File: src/rtl/rr_arbiter_3x8.sv
// Round-robin arbiter: 8 requesters share one 3x8-decoded resource; grant held until release.
// Optional grant timeout enabled by defining ARB_TIMEOUT_EN (adds MAX_HOLD parameter).
module rr_arbiter_3x8 #(
  parameter int N_REQ = 8,
  parameter int IDX_W = 3
`ifdef ARB_TIMEOUT_EN
  , parameter int MAX_HOLD = 15
`endif
) (
  input  logic             clk,
  input  logic             rst_n,
  input  logic             en,
  input  logic [N_REQ-1:0] req,
  input  logic             done,
  output logic [N_REQ-1:0] gnt,
  output logic [IDX_W-1:0] gnt_idx,
  output logic             gnt_valid
);

  typedef enum logic {IDLE, GRANT} state_t;

  state_t           state;
  logic [IDX_W-1:0] ptr;
  logic [IDX_W-1:0] win_idx;
  logic             win_found;
  logic             timeout;
  logic             rel;

  // First set request scanning from ptr upward; the 3-bit add wraps 7 -> 0.
  always_comb begin
    logic [IDX_W-1:0] cand;
    win_found = 1'b0;
    win_idx   = '0;
    cand      = '0;
    for (int i = 0; i < N_REQ; i++) begin
      cand = ptr + IDX_W'(i);
      if (!win_found && req[cand]) begin
        win_found = 1'b1;
        win_idx   = cand;
      end
    end
  end

`ifdef ARB_TIMEOUT_EN
  logic [7:0] hold_cnt;

  assign timeout = (hold_cnt == 8'(MAX_HOLD - 1));

  // Counts cycles spent in GRANT; zero in IDLE so every new grant starts at 0.
  always_ff @(posedge clk or negedge rst_n) begin
    if (!rst_n)                    hold_cnt <= '0;
    else if (state == GRANT && !rel) hold_cnt <= hold_cnt + 8'd1;
    else                           hold_cnt <= '0;
  end
`else
  assign timeout = 1'b0;
`endif

  assign rel = done | ~req[gnt_idx] | ~en | timeout;

  always_ff @(posedge clk or negedge rst_n) begin
    if (!rst_n) begin
      state     <= IDLE;
      gnt       <= '0;
      gnt_idx   <= '0;
      gnt_valid <= 1'b0;
      ptr       <= '0;
    end else begin
      case (state)
        IDLE: begin
          if (en && win_found) begin
            state     <= GRANT;
            gnt       <= N_REQ'(1) << win_idx;
            gnt_idx   <= win_idx;
            gnt_valid <= 1'b1;
            ptr       <= win_idx + IDX_W'(1);
          end
        end
        GRANT: begin
          // Release always lands in IDLE, which guarantees the dead cycle.
          if (rel) begin
            state     <= IDLE;
            gnt       <= '0;
            gnt_idx   <= '0;
            gnt_valid <= 1'b0;
          end
        end
        default: state <= IDLE;
      endcase
    end
  end

endmodule

File: config.mk
export PLATFORM = sky130hd
export DESIGN_NAME = rr_arbiter_3x8
export DESIGN_NICKNAME = d
export VERILOG_FILES = /design/src/rtl/rr_arbiter_3x8.sv
export SDC_FILE = /design/constraint.sdc
export NUM_CORES = 1
export LEC_CHECK = 0
export BUFFER_PORTS_ARGS = -buffer_cell sky130_fd_sc_hd__buf_2
export CAP_MARGIN = 10
export CORE_MARGIN = 5
export CORE_UTILIZATION = 52
export DETAILED_ROUTE_END_ITERATION = 6
export PLACE_DENSITY = 0.76
export SYNTH_ARGS = -nofsm -noshare
export SYNTH_HDL_FRONTEND = slang
export SYNTH_SLANG_ARGS = --single-unit
File: constraint.sdc
create_clock -name clk -period 3.6 [get_ports clk]
set_clock_uncertainty 0.15 [all_clocks]
set_input_delay 0.18 -clock clk [delete_from_list [all_inputs] [get_ports clk]]
set_output_delay 0.18 -clock clk [all_outputs]
set_load 0.02 [all_outputs]
======== Yosys cells after proc, flatten, opt, wreduce, memory -nomap -nowiden ========
Cells that the tools add are included.
storage, ports and cells
  register bits after elaboration ......... 16
  word-level logic and storage cells ...... 93
operators by class
  reductions and logical operators ........ 17
  muxes and demuxes ....................... 46
  shift operators ......................... 1
  $add $sub $neg .......................... 8
  order comparisons ....................... 9
  equality and inequality tests ........... 2
  bitwise logic cells ..................... 5
operators by type and width
  kind                                                                  count
  3-bit by 4-bit < comparator with 1-bit output, second input constant  9
  3-bit 2-to-1 mux                                                      10
  1-bit binary-select mux with 3-bit select                             9
  1-bit 2-to-1 mux                                                      21
  8-bit 2-to-1 mux                                                      2
  8-bit case mux with 2 select lines                                    1
  3-bit adder, second input constant                                    4
  1-bit logical AND                                                     8
  1-bit by 3-bit << shifter with 8-bit output, first input constant     1
  1-bit zero test                                                       7
  3-bit by 1-bit adder with 3-bit output, second input constant         2
  3-bit by 2-bit adder with 3-bit output, second input constant         2
  3-bit case mux with 2 select lines                                    1
  1-bit case mux with 2 select lines                                    2
  2-bit AND reduction                                                   2
  1-bit inverter                                                        3
  2-bit by 1-bit != test with 1-bit output, second input constant       1
  2-bit != test, second input constant                                  1
  1-bit bitwise OR                                                      2

======== Depth between registers and ports, before layout ========
Gate-level depths: netlist of run 1.
  depth after elaboration ................. 27
  depth in mapped cells ................... 15

======== Worst setup path before layout of run 1 ========
Ideal clock, no wire load.
  path kind ............................... register to register
  start point ............................. register ptr[0]
  end point ............................... register ptr[2]
  required time ........................... 3.329 ns
  arrival ................................. 3.367 ns
  slack ................................... -0.038 ns
  buffers on the path ..................... 2
  stages on the path, launching flop included .. 15
  clock period less this slack ............ 3.638 ns
  cells stage by stage .................... dfrtp_1 buf_2 inv_1 ha_1 buf_2 mux4_2 mux2_2 or4_4 o21ai_1 o22a_1 inv_1 ha_1 ha_1 nand2_1 o21ai_1
on the way
  cells in the longest elaborated chain, start to end .. 26
  elaborated cells on any way between the ends .. 56
ends and longest elaborated chain
  what                                                                                             RTL line  source
  start: declaration                                                                               23        logic [IDX_W-1:0] ptr;
  start signal: assignment                                                                         76        ptr <= win_idx + IDX_W'(1);
  parallel branches: the longest is 26 deep, another holds 3-bit by 1-bit adder with 3-bit output  n/a
Several ways; the timed one is not identified. The select of a mux whose other input is x is not followed.
A chain may end at the register's enable or synchronous reset.

======== Final worst setup path of run 1 ========
  start point ............................. register ptr[1]
  end point ............................... register ptr[2]
The elaborated chain is that of the path after synthesis.

==> metrics.yaml, run 1 <==
drc: 0
nets: 220
clkSinkCount: 16
cp_data_required_time_ns: 3.61
grt_setup_unrepaired: "false"
ys_seq_elements: 16
clock_latency_ns: 0.29
root_buffer: "clkbuf_4"
synth_warnings: 0
ys_types: 46
diodes: 0
die_width_um: 66.8
min_from: "en"
crit_chain: "inv_2 -> ha_4 -> mux4_2 -> mux2_2 -> or4_4 -> o21ai_1 -> o22a_1 -> inv_1 -> ha_1 -> ha_1 -> nand2_1 -> o21ai_1"
post_dp_cell_area_um2: 1860
clk_path_buf_depth: 2
grt_antenna_before_repair: 0
grt_pass1_wl_mm: 7.73
clock.fmax_mhz: 292
status: "finished clean"
finalHoldViolations: 0
core_um2: 3080
arrival_ns: 3.44
cts_tree: "yes"
fin_crit_ns: 3.43
ant_nets: 0
hpwl_mm: 3.37
end_kind: "register"
dp_slack_ns: 0.0518
rr_endpoint: "ptr[2]"
reg2reg_depth: 12
postSynth.asyncResetShare_pct: 100
fin_ws_ns: 0.173
r2r_start: "ptr[1]"
die_y_um: 66.8
slowest_stage: "mux4_2"
avgRoutedWirePerCell_um: 18.2
io_pins: 24
final.setup.tns_ns: 0
worstHoldEndpoint: "state"
seq_area_frac_synth_pct: 23.8
reg2reg_slack_ns: 0.17
cts.htree.levels: 1
die_area_um2: 4470
first_iter_violations: 134
syn_inst: 170
worst-setup-path-type: "register to register"
max-cap-violations: 0
min_path_type: "input pin to register"
grt_pass1_vias: 1568
finalSetupViolCount: 0
hold_depth: 3
drv_slew: 0
grt_max_degree: 21
post-route-period-util_pct: 95.2
area_growth_syn_to_layout_pct: 15.6
io_buffers: 23
via_per_inst: 6.31
firstDrtPassIters: 4
vias: 1540
cpPeakStageDelay_ns: 0.58
cts_inserted_buffers: 3
synthFlopType: "dfrtp_1"
worstMarginPinSlew_ns: 0.755
start_kind: "register"
track_usage_pct: 22.7
relSlewSlack_pct: 49.7
drive_above_1_share_pct: 32.5
rows: 20
netlist_area_um2: 1680
initial_core_util_pct: 54.6
final_area_um2: 1940
grt_overflow: 0
gp_congestion: 1.00
syn_avg_cell_area_um2: 9.88
synth_nets: 189
worstPathMaxFanout: 7
synth_edf_count: 0
wl_mm: 4.44
clkTransAtPathRegs_ns: 0.10
## Yosys cell counts (3+ instances only)
cell     instances  share of area [%]
buf_2            4                1.2
ha_1             7                5.2
mux2_1           3                2.0
mux2_2           4                2.7
a32o_1           8                4.8
nand2_1         21                4.7
nand3_1          7                2.1
a21oi_1          7                2.1
o22a_1           3                1.6
nor2_1          10                2.2
buf_6            3                2.0
inv_1            7                1.6
mux2i_1         13                7.7
dfrtp_1         16                 24
mux4_2          12                 16
o21ai_1          4                1.2
## flip-flops by register name (all words and copies together) (netlist names)
signal     cells
gnt_valid      1
gnt            8
state          1
ptr            3
gnt_idx        3
## layout by cell type, fill, tap and decap left out, drive strengths merged, types with 2 or more instances in the layout
cell     count
nand2b       2
nor2        11
nand2       21
xor2         2
nand3        7
o22a         3
a21oi        7
mux2         7
or3          2
o21ai        6
a22oi        2
a32oi        2
mux2i       15
buf         34
mux4        12
ha           7
o2111ai      2
inv          9
dfrtp       16
a32o         8
o21a         2
a22o         2
clkbuf       4
## cell families after synthesis
| group | count (synthesis) | synth area share [%] |
|---|---|---|
| buf+inv | 18 | 5.66 |
| flops | 16 | 23.8 |
| xor+xnor | 3 | 1.56 |
| fa+ha+maj | 7 | 5.21 |
| compound gates | 45 | 20.6 |
| mux | 34 | 30.2 |
| simple gates | 47 | 13.0 |
## worst max path at each step
stage / startpoint / cells past startpoint / slack [ns] / to
floorplan: ptr[0] / 14 / 0.01 / ptr[2]
global placement: ptr[0] / 12 / 0.15 / ptr[2]
detailed placement: ptr[1] / 12 / 0.05 / ptr[2]
CTS: ptr[1] / 12 / 0.03 / ptr[2]
global route: ptr[0] / 12 / 0.03 / ptr[2]
finish: ptr[1] / 12 / 0.17 / ptr[2]
## routing by layer
metal	wire length, um	up-vias	GRT usage (%)
li1	-	727	-
met1	2010	736	33.7
met2	2020	64	33.7
met3	304	13	3.37
met4	100	0	7.36
met5	0	-	0
## repair_timing
| item | in CTS | in global routing |
|---|---|---|
| endpoints found under the setup margin | 0 | 12 |
| hold buffers | 1 | 0 |
| gates resized for setup | 0 | 4 |
| buffers inserted | 0 | 1 |
| hold endpoints to repair | 16 | 0 |
## critical path: cells and delay by family (launching register included)
kind,cells,cell delay (ns)
compound gates,3,0.38
mux,2,0.93
simple gates,2,0.51
flops,1,0.39
buf+inv,2,0.12
fa+ha+maj,3,0.81
## layout make-up
class,instances,area (um2)
Sequential cell,16,400
Timing Repair Buffer,35,208
Inverter,9,33.8
Multi-Input combinational cell,136,1210
Fill cell,248,1130
Clock buffer,4,36.3
Tap cell,44,55.1
## metrics by stage
stage	util, %	instances	hold slack (ns)
global route	63.1	244	0.0363
floorplan	-	170	-0.266
global placement	60.6	238	-0.0527
detailed placement	60.6	238	-0.0449
finish	63.1	244	0.0358
CTS	62.1	243	0.0313
Power of run 1 is not shown: default switching activity piles up to over one toggle a cycle in this logic, so the estimate is an artifact.
==> run 2: changes to the inputs <==
--- a/config.mk
+++ b/config.mk
@@ -8,9 +8,9 @@
 export BUFFER_PORTS_ARGS = -buffer_cell sky130_fd_sc_hd__buf_2
 export CAP_MARGIN = 10
 export CORE_MARGIN = 5
-export CORE_UTILIZATION = 52
+export CORE_UTILIZATION = 45
 export DETAILED_ROUTE_END_ITERATION = 6
-export PLACE_DENSITY = 0.76
+export PLACE_DENSITY = 0.68
 export SYNTH_ARGS = -nofsm -noshare
 export SYNTH_HDL_FRONTEND = slang
 export SYNTH_SLANG_ARGS = --single-unit
==> run 2 against run 1 <==
  * Setup slack got worse by 0.055 ns
  * Fmax fell by 1.6%
  * Cell area rose by 2.9%
  * Utilization down 8.1 points
  * Critical path type unchanged
  * Via count is 5.6% higher
  * Critical path depth up 1
  * Flip-flop and latch count is the same
  * Global-route usage decreased by 3.5 points
  * Wire length rose by 8.4%
  * Hold slack improved by 0.076 ns
  * Clock-buffer cell count is the same
  * Highest routed layer unchanged
==> metrics.yaml, run 2 (synthesized netlist as in run 1, its figures left out) <==
status: "finished clean"
min_path_type: "input pin to register"
cts.htree.levels: 1
num-fill-cells: 324
area_growth_syn_to_layout_pct: 19.0
reg2reg_depth: 13
final_cell_mix: "buf_2 (23), nand2_1 (21), dfrtp_1 (16)"
hpwl_mm: 3.72
diodes: 0
grt_setup_unrepaired: "false"
worstPathMaxFanout: 7
rows: 22
track_usage_pct: 19.2
vias: 1627
multi_input_area_um2: 1220
final.setup.tns_ns: 0
via_per_inst: 6.51
largest_reg_flops: 8
fin_crit_ns: 3.48
die_y_um: 71.1
io_pins: 24
rr_endpoint: "ptr[2]"
avgRoutedWirePerCell_um: 19.2
firstDrtPassIters: 5
ff_latch_area_um2: 400
r2r_start: "ptr[0]"
core_um2: 3630
cts_tree: "yes"
initial_core_util_pct: 46.2
largest_registers: "gnt x8, gnt_idx x3, ptr x3"
clock_latency_ns: 0.25
crit_chain: "inv_1 -> ha_4 -> inv_1 -> mux4_2 -> a32o_1 -> nand3_1 -> a21oi_1 -> o32a_1 -> inv_1 -> ha_1 -> ha_1 -> nand2_1 -> o21ai_1"
io_buffers: 23
post-route-period-util_pct: 96.7
relSlewSlack_pct: 50.1
largest-register: "gnt"
grt_pass1_wl_mm: 7.83
first_iter_violations: 139
wl_mm: 4.81
nets: 222
slowest_stage: "mux4_2"
die_width_um: 71.1
clkTransAtPathRegs_ns: 0.06
critPathBufInv: 3
global_route.usage.met2_pct: 33.5
clock.fmax_mhz: 287
die_area_um2: 5060
drv_slew: 0
grt_overflow: 0
grt_antenna_before_repair: 0
max-cap-violations: 0
cp_data_required_time_ns: 3.56
worstHoldEndpoint: "state"
crit_family: "compound AO/OA/AOI/OAI gates"
cp_common_cell: "inv_1"
grt_pass1_vias: 1607
cts_inserted_buffers: 3
use_met1_pct: 24.0
ant_nets: 0
mostFrequentLayoutCell: "buf_2"
clkSinkCount: 16
arrival_ns: 3.44
start_kind: "register"
grt_max_degree: 21
worstMarginPinSlew_ns: 0.749
gp_congestion: 1.02
finalSetupViolCount: 0
hold_depth: 3
drive_above_1_share_pct: 33.7
worst-setup-path-type: "register to register"
reg2reg_slack_ns: 0.12
root_buffer: "clkbuf_8"
end_kind: "register"
grt.busiest_layer: "met2"
cpPeakStageDelay_ns: 0.58
min_from: "en"
drc: 0
met3_usage_pct: 2.84
finalHoldViolations: 0
clk_path_buf_depth: 2
==> run 2: changes by cell type in the layout (fill, tap and decap cells not counted) <==
cell,previous run,this run
ha_1,6,5
a32oi_4,0,1
a32oi_2,1,0
clkbuf_4,3,0
buf_4,11,12
buf_6,0,1
ha_2,0,1
clkbuf_8,1,4
==> run 2: how the worst max path moves through the flow <==
| stage | from | endpoint | cells past startpoint |
|---|---|---|---|
| 2_1_floorplan | ptr[0] | ptr[2] | 14 |
| 3_3_place_gp | ptr[0] | ptr[2] | 12 |
| 3_5_place_dp | ptr[0] | ptr[2] | 12 |
| 4_1_cts | ptr[0] | ptr[2] | 12 |
| 5_1_grt | ptr[0] | ptr[2] | 13 |
| 6_report | ptr[0] | ptr[2] | 13 |
==> run 2: through the flow <==
step           utilization, %  setup WS [ns]  hold WS (ns)  instance area, um2  cells
2_1_floorplan               -         0.0128        -0.266                1680    170
3_3_place_gp             51.9         0.0512       -0.0526                1880    244
3_5_place_dp             51.9         0.0185       -0.0421                1880    244
4_1_cts                  53.7        0.00110         0.108                1950    249
5_1_grt                  55.0        0.00912         0.107                2000    250
6_report                 55.0          0.119         0.112                2000    250
==> run 2: layer usage <==
metal / vias to the layer above / wire length, um
met5: - / 0
met2: 101 / 2460
li1: 724 / -
met1: 785 / 1860
met3: 17 / 381
met4: 0 / 109
==> run 2: area by class of cell <==
| cell class | instances | area share [%] |
|---|---|---|
| clock buffers | 4 | 2.75 |
| inverters | 9 | 1.69 |
| well taps | 48 | 3.00 |
| multi-input cells | 136 | 61.2 |
| repair buffers | 37 | 11.3 |
| flip-flops and latches | 16 | 20.0 |
==> run 2: worst register-to-register path: stages, from the launching register on <==
cell,delay (ns)
dfrtp_1,0.39
inv_1,0.13
ha_4,0.25
inv_1,0.17
mux4_2,0.58
a32o_1,0.34
nand3_1,0.17
a21oi_1,0.06
o32a_1,0.42
inv_1,0.12
ha_1,0.19
ha_1,0.23
nand2_1,0.06
o21ai_1,0.07
==> run 2: repair_timing <==
action,4_1_cts,5_1_grt
hold buffers,1,0
setup buffers,0,1
resized for setup,0,7
endpoints found under the hold margin,16,0
setup endpoints to repair,0,12
Power of run 2 is left out for the same reason.
